==> src/rtl/cdb_arbiter_pkg.sv <==
// cdb_arbiter_pkg: FU result / CDB packet types and arbiter defaults
package cdb_arbiter_pkg;
  localparam int DEFAULT_NUM_FU = 4;
  localparam int ROB_TAG_W = 5;
  typedef struct packed {
    logic                 done;
    logic [31:0]          v;
    logic [ROB_TAG_W-1:0] rob_tag;
    logic                 take_branch;
    logic [31:0]          branch_loc;
    logic                 mispredicted;
    logic [31:0]          origin_PC;
  } FU_OUT_PACKET;
  typedef FU_OUT_PACKET CDB_PACKET;
endpackage

==> src/rtl/rr_priority_sel.sv <==
// rr_priority_sel: combinational round-robin pick of the first request at or after ptr
module rr_priority_sel #(
  parameter int N = 4,
  parameter int PTR_W = $clog2(N)
) (
  input  logic [N-1:0]     req,
  input  logic [PTR_W-1:0] ptr,
  output logic [PTR_W-1:0] grant,
  output logic             grant_valid,
  output logic [N-1:0]     onehot
);
  logic [PTR_W:0]   sum [N];
  logic [PTR_W-1:0] rot [N];
  for (genvar k = 0; k < N; k++) begin : g_rot
    assign sum[k] = {1'b0, ptr} + (PTR_W+1)'(k);
    assign rot[k] = sum[k] >= (PTR_W+1)'(N) ? PTR_W'(sum[k] - (PTR_W+1)'(N)) : sum[k][PTR_W-1:0];
  end
  // scan farthest offset first so the nearest requester overwrites
  always_comb begin
    grant = '0;
    grant_valid = 1'b0;
    for (int k = N - 1; k >= 0; k--)
      if (req[rot[k]]) begin
        grant = rot[k];
        grant_valid = 1'b1;
      end
  end
  assign onehot = grant_valid ? N'(1) << grant : '0;
endmodule

==> src/rtl/cdb_arbiter.sv <==
// cdb_arbiter: round-robin selection of one FU result per cycle onto the registered CDB
module cdb_arbiter
  import cdb_arbiter_pkg::*;
#(
  parameter int NUM_FU = DEFAULT_NUM_FU,
  parameter int PTR_W = $clog2(NUM_FU)
) (
  input  logic              clock,
  input  logic              reset,
  input  logic              squash,
  input  FU_OUT_PACKET      fu_out_packet [NUM_FU],
  output logic [NUM_FU-1:0] ack,
  output CDB_PACKET         cdb_packet,
  output logic [PTR_W-1:0]  cdb_grant_idx,
  output logic [31:0]       cdb_count
);
  logic [NUM_FU-1:0] req, onehot;
  logic [PTR_W-1:0]  rr_ptr, grant;
  logic              grant_valid;
  for (genvar i = 0; i < NUM_FU; i++) begin : g_req
    assign req[i] = fu_out_packet[i].done;
  end
  rr_priority_sel #(.N(NUM_FU), .PTR_W(PTR_W)) u_sel (
    .req(req),
    .ptr(rr_ptr),
    .grant(grant),
    .grant_valid(grant_valid),
    .onehot(onehot)
  );
  // squash acks every requester so all FU output registers drain at once
  assign ack = reset ? '0 : squash ? req : onehot;
  always_ff @(posedge clock)
    if (reset) begin
      cdb_packet <= '0;
      cdb_grant_idx <= '0;
      cdb_count <= '0;
      rr_ptr <= '0;
    end else if (squash) begin
      cdb_packet <= '0;
      rr_ptr <= '0;
    end else if (grant_valid) begin
      cdb_packet <= fu_out_packet[grant];
      cdb_packet.done <= 1'b1;
      cdb_grant_idx <= grant;
      cdb_count <= cdb_count + 32'd1;
      rr_ptr <= grant == PTR_W'(NUM_FU - 1) ? '0 : grant + 1'b1;
    end else
      cdb_packet <= '0;
endmodule

==> config.mk <==
export PLATFORM = sky130hd
export DESIGN_NAME = cdb_arbiter
export DESIGN_NICKNAME = d
export VERILOG_FILES = /design/src/rtl/cdb_arbiter_pkg.sv /design/src/rtl/rr_priority_sel.sv /design/src/rtl/cdb_arbiter.sv
export SDC_FILE = /design/constraint.sdc
export NUM_CORES = 1
export LEC_CHECK = 0
export CORE_AREA = 4 4 214 216
export CTS_CLUSTER_DIAMETER = 120
export DETAILED_ROUTE_END_ITERATION = 10
export DIE_AREA = 0 0 218 220
export SYNTH_ARGS = -nofsm -noshare
export SYNTH_HDL_FRONTEND = slang
export SYNTH_SLANG_ARGS = --single-unit
==> constraint.sdc <==
create_clock -name clock -period 6.7 [get_ports clock]
set_clock_uncertainty 0.2 [all_clocks]
set_input_delay 2.01 -clock clock [delete_from_list [all_inputs] [get_ports clock]]
set_output_delay 2.01 -clock clock [all_outputs]
set_load 0.02 [all_outputs]
==> results of run 1 <==
==> critical path: cells and delay by family <==
family                     cells  cell delay (ns)
AOI/OAI and AO/OA              3             0.58
adders and majority gates      1             0.18
buffers and inverters          4             1.34
and+or+nand+nor                2             0.29
==> registers in the layout (all words and copies together) (netlist names) <==
| register | count |
|---|---|
| cdb_packet | 104 |
| rr_ptr | 2 |
| cdb_count | 32 |
| cdb_grant_idx | 2 |
==> synth_stat cells, drive strengths merged (2+ instances only) <==
| master | number | share of area |
|---|---|---|
| mux2i | 207 | 0.30 |
| dfxtp | 140 | 0.41 |
| o22ai | 103 | 0.094 |
| buf | 42 | 0.045 |
| nor2 | 31 | 0.017 |
| a21oi | 16 | 0.012 |
| nand2 | 16 | 0.0088 |
| xor2 | 16 | 0.020 |
| clkbuf | 12 | 0.0066 |
| nand3 | 12 | 0.0095 |
| o21ai | 10 | 0.0073 |
| nand4 | 9 | 0.0082 |
| or3 | 8 | 0.0073 |
| xnor2 | 8 | 0.010 |
| nor3 | 7 | 0.0073 |
| and3 | 5 | 0.0046 |
| nand2b | 4 | 0.0047 |
| inv | 3 | 0.0016 |
| nor2b | 3 | 0.0027 |
| nor4 | 3 | 0.0058 |
| ha | 2 | 0.0037 |
==> per-stage QoR <==
stage	hold WS (ns)	setup slack, ns	area (sq um)
detailed placement	0.288	0.0924	13000
global placement	0.280	0.111	13000
finish	0.298	0.0862	13600
floorplan	0.341	0.965	6850
CTS	0.296	0.0826	13600
global route	0.332	0.00788	13600
==> per-layer routing <==
layer  share of wire  global-route usage  vias to the layer above
li1                -                   -                     3577
met5               0                   0                        -
met4           0.021              0.0489                        0
met3           0.089              0.0552                       29
met2            0.50               0.214                      346
met1            0.39               0.141                     3386
==> cells by family after synthesis <==
family | count (synthesis) | share of synthesized area
compound gates | 133 | 0.118
xor+xnor | 24 | 0.0307
fa+ha+maj | 2 | 0.00365
simple gates | 104 | 0.0833
mux | 207 | 0.302
flops | 140 | 0.409
buf+inv | 57 | 0.0531
==> report_power, final <==
part,internal (W),switching (W)
clock network,0.000564,0.000381
registers,0.000887,0.0000178
logic,0.000468,0.000331
==> final cells by class <==
| cell class | instances | share of cell area |
|---|---|---|
| clock inverters | 6 | 0.00635 |
| multi-input cells | 470 | 0.272 |
| repair buffers | 576 | 0.424 |
| well taps | 592 | 0.0545 |
| flip-flops and latches | 140 | 0.206 |
| inverters | 3 | 0.000829 |
| clock buffers | 25 | 0.0350 |
| diodes | 2 | 0.000368 |
==> repair_timing <==
item	CTS	global route
resized for setup	0	1
hold buffers	0	0
setup endpoints to repair	0	1
==> how the worst min path moves through the flow <==
| stage | startpoint | cells past startpoint | endpoint | slack [ns] |
|---|---|---|---|---|
| 6_report | cdb_grant_idx[1]$_SDFFE_PP0P_ | 2 | cdb_grant_idx[1]$_SDFFE_PP0P_ | 0.30 |
| 5_1_grt | cdb_count[31]$_SDFFE_PP0P_ | 2 | cdb_count[31]$_SDFFE_PP0P_ | 0.33 |
| 4_1_cts | cdb_grant_idx[1]$_SDFFE_PP0P_ | 2 | cdb_grant_idx[1]$_SDFFE_PP0P_ | 0.30 |
| 3_5_place_dp | cdb_grant_idx[1]$_SDFFE_PP0P_ | 2 | cdb_grant_idx[1]$_SDFFE_PP0P_ | 0.29 |
| 3_3_place_gp | cdb_grant_idx[1]$_SDFFE_PP0P_ | 2 | cdb_grant_idx[1]$_SDFFE_PP0P_ | 0.28 |
| 2_1_floorplan | rr_ptr[0]$_SDFFE_PP0N_ | 2 | rr_ptr[0]$_SDFFE_PP0N_ | 0.34 |
==> results.cfg, run 1 <==
[routing]
drt_pass1_iterations = 5
postRouteWirelength_mm = 32.6
wl_per_cell_microns = 17.9
drt_iter0_markers = 364
number_of_remaining_drc_errors = 0
antenna_violating_nets_post_route = 0
via_density_per_instance = 4.05
route.vias.total = 7338

[clock_network]
h_tree_levels = 4
clk_root_buffer_cell = sky130_fd_sc_hd__clkbuf_16
clock_pin_slew_reported_for_the_worst_setup_and_hold_paths_after_clock_tree_synthesis_ns = 0.06
numCtsBuffers = 17
cts_tree = yes
clock_insertion_delay_worst_skew_ns = 0.46
numClockSinks = 140
postCtsSetupBuffers = 0
cts_buffer_depth = 2

[timing]
setup_viol_count_final = 0
max-slew-margin-rel = 0.211
fmax_mhz = 151
timing_hold_violations_final = 0
final_critical_path_share_of_the_clock_period = 0.987
unrepaired_setup_endpoints_after_global_routing = false
final.setup.tns_ns = 0
tightestPinTransition_ns = 1.18
slew_viol_final = 0
finalCriticalPeriod_ns = 6.61

[power_and_ir_drop]
power-per-cell-area_nw_per_um2 = 195
ir_drop_mv = 0.151
leakage_nw = 5.59
fin_total_pwr_w = 0.00265

[worst_setup_path]
worstSetupPathType = primary input to primary output
startpoint = fu_out_packet[103]
endpoint_kind = primary output
crit_path_start_kind = primary input
worstSetupEndpoint = ack[3]
crit_fanout = 5
critical_path_required_ns = 4.49
arrival_ns = 4.40
timing.critical_path.mode_cell = sky130_fd_sc_hd__clkdlybuf4s50_1
cpMaxStageDelayCell = sky130_fd_sc_hd__clkdlybuf4s50_1
worst_path_largest_cell_delay_ns = 0.61
critical_path.cell_chain = clkdlybuf4s50_1 -> inv_2 -> a21o_1 -> a211o_4 -> inv_1 -> ha_1 -> nor3b_1 -> a21oi_1 -> nor2_1 -> clkdlybuf4s50_1
r2r_end = cdb_packet[76]$_SDFF_PP0_
rr_startpoint = rr_ptr[0]$_SDFFE_PP0N_
ff2ff_path_depth = 7
setup_slack_reg_to_reg_ns = 3.72

[layout]
multi_input_comb_area_sq_um = 3700
num-fill-cells = 4606
postLayoutCoreUtil = 0.309
layout_commonest_cell = sky130_fd_sc_hd__clkdlybuf4s50_1
most-common-layout-cells = sky130_fd_sc_hd__clkdlybuf4s50_1 (559), sky130_fd_sc_hd__mux2i_1 (207), sky130_fd_sc_hd__dfxtp_1 (140)
register_area_sq_um = 2800
final_net_count = 1629
stdcell_count = 1814
layout-drive-gt1-share = 0.0418
areaGrowthSynthToFinish_pct = 98.3

[yosys]
synth_top_flop_cell = sky130_fd_sc_hd__dfxtp_1
synth-async-reset-ratio = 0
portion_of_the_post_synthesis_area_used_by_sequential_elements = 0.409
postSynthCellCount = 667
synth.cell_area_sq_um = 6850
number_of_library_cell_types_mapped_by_synthesis = 41
synth_nets = 1088
post_synth.cell_area_avg_sq_um = 10.3
yosys_warnings = 0
number_of_synthesized_flops_with_an_enable_pin = 0
ys_seq_elements = 140

[placement]
placed_cells = 1781
dp_hpwl_mm = 25.7
port-buffer-count = 560
gpl.final_weighted_congestion = 0.810

[global_route]
grt_start_max_net_pins = 130
via_count_of_the_first_global_routing_pass = 7563
antenna_found_initial = 2
global_route.usage.total = 0.127
globalRouteOverflowTotal = 0
grt_pass1_wl_mm = 45.8

[die]
fp-row-count = 77
die_area_sq_um = 48000
initial_util = 0.156
dieWidth_microns = 218
dieHeight_microns = 220
core_area_sq_um = 43900
boundaryPins = 561

[hold_path]
min_delay_path_class = register to register

[job]
max_cap_violations = 0

[status]
run_status = complete, no violations
Note: power is estimated with default switching activity, not from simulation.
==> run 2, diff against run 1 <==
DONT_BUFFER_PORTS = 1   (was default)
==> results.cfg, run 2 (synthesized netlist as in run 1, its figures left out) <==
[layout]
top_regs = cdb_packet x104, cdb_count x32
post-route-cell-area_sq_um = 7930
multi_input_comb_area_sq_um = 3700
register_area_sq_um = 2800
largest_reg_flops = 104
max_flop_register = cdb_packet
layout-drive-gt1-share = 0.0736
num-fill-cells = 4918
most-common-layout-cells = sky130_fd_sc_hd__mux2i_1 (207), sky130_fd_sc_hd__dfxtp_1 (140), sky130_fd_sc_hd__o22ai_1 (103)
layout_commonest_cell = sky130_fd_sc_hd__mux2i_1
areaGrowthSynthToFinish_pct = 15.8
final_net_count = 1060

[die]
fp-row-count = 77
core_area_sq_um = 43900
boundaryPins = 561
die_area_sq_um = 48000
dieHeight_microns = 220
initial_util = 0.156
dieWidth_microns = 218

[timing]
setup_viol_count_final = 0
finalCriticalPeriod_ns = 5.82
unrepaired_setup_endpoints_after_global_routing = false
fmax_mhz = 172
final_critical_path_share_of_the_clock_period = 0.868
timing_hold_violations_final = 0
max-slew-margin-rel = 0.169
slew_viol_final = 0
tightestPinTransition_ns = 1.25
final.setup.tns_ns = 0

[worst_setup_path]
setup_slack_reg_to_reg_ns = 3.03
crit_path_start_kind = primary input
critical_path_required_ns = 4.49
worstSetupPathType = primary input to primary output
endpoint_kind = primary output
arrival_ns = 3.61
crit_fanout = 7

[global_route]
antenna_found_initial = 5
global_route.usage.total = 0.0965
globalRouteOverflowTotal = 0
grt_pass1_wl_mm = 33.6
via_count_of_the_first_global_routing_pass = 5265
grt_start_max_net_pins = 78

[clock_network]
cts_hold_repair.buffers = 0
postCtsSetupBuffers = 0
cts_buffer_depth = 2
clock_pin_slew_reported_for_the_worst_setup_and_hold_paths_after_clock_tree_synthesis_ns = 0.07
cts.repair.resized = 0
clock_insertion_delay_worst_skew_ns = 0.45
numClockSinks = 140
clk_root_buffer_cell = sky130_fd_sc_hd__clkbuf_16
h_tree_levels = 4
numCtsBuffers = 17
cts_tree = yes

[power_and_ir_drop]
fin_total_pwr_w = 0.00233
ir_drop_mv = 0.121
power-per-cell-area_nw_per_um2 = 294
leakage_nw = 3.40

[routing]
postRouteWirelength_mm = 25.4
number_of_remaining_drc_errors = 0
route.vias.total = 5413
drt_pass1_iterations = 4
wl_per_cell_microns = 20.4
via_density_per_instance = 4.33
antenna_violating_nets_post_route = 0
drt_iter0_markers = 249

[job]
max_cap_violations = 0

[placement]
port-buffer-count = 0
gpl.final_weighted_congestion = 0.809
postPlaceCellArea_sq_um = 7310
dp_hpwl_mm = 20.0

[status]
run_status = complete, no violations

[hold_path]
min_delay_path_class = register to register
## run 2: critical path: stages
cell,delay [ns]
sky130_fd_sc_hd__nand2b_1,0.10
sky130_fd_sc_hd__a21oi_1,0.05
sky130_fd_sc_hd__o32a_1,0.45
sky130_fd_sc_hd__or4_1,0.54
sky130_fd_sc_hd__a21oi_1,0.45
## run 2: worst paths after layout
path | start | to | cells past startpoint
hold reg to reg | cdb_grant_idx[1]$_SDFFE_PP0P_ | cdb_grant_idx[1]$_SDFFE_PP0P_ | 2
hold / removal | cdb_grant_idx[1]$_SDFFE_PP0P_ | cdb_grant_idx[1]$_SDFFE_PP0P_ | 2
setup / recovery | fu_out_packet[311] | ack[0] | 5
setup reg to reg | rr_ptr[0]$_SDFFE_PP0N_ | cdb_packet[47]$_SDFF_PP0_ | 7
## run 2: metal layers
layer  global-route usage  part of all wire  wire (microns)
met1                0.113              0.40           10100
met2                0.150              0.48           12200
met4               0.0472             0.031             794
met3               0.0438             0.089            2270
met5                    0                 0               0
## run 2: report_power, final
| group | switching (W) | internal (W) |
|---|---|---|
| Clock | 0.000412 | 0.000592 |
| Combinational | 0.000178 | 0.000164 |
| Sequential | 0.0000981 | 0.000888 |
| Total | 0.000688 | 0.00164 |
## run 2: final cells by class
type                       count  area share
timing repair buffer           7     0.00662
clock inverter                14      0.0230
clock buffer                  18      0.0541
antenna                        5     0.00158
multi-input combinational    470       0.467
inverter                       3     0.00142
tap                          592      0.0934
sequential                   140       0.353
## run 2: metrics by stage
stage,setup slack [ns],cells,utilization,hold WS (ns)
floorplan,0.965,667,-,0.341
global placement,0.921,1212,0.166,0.366
detailed placement,0.881,1212,0.166,0.371
CTS,0.876,1244,0.180,0.380
global route,0.834,1249,0.181,0.423
finish,0.885,1249,0.181,0.379
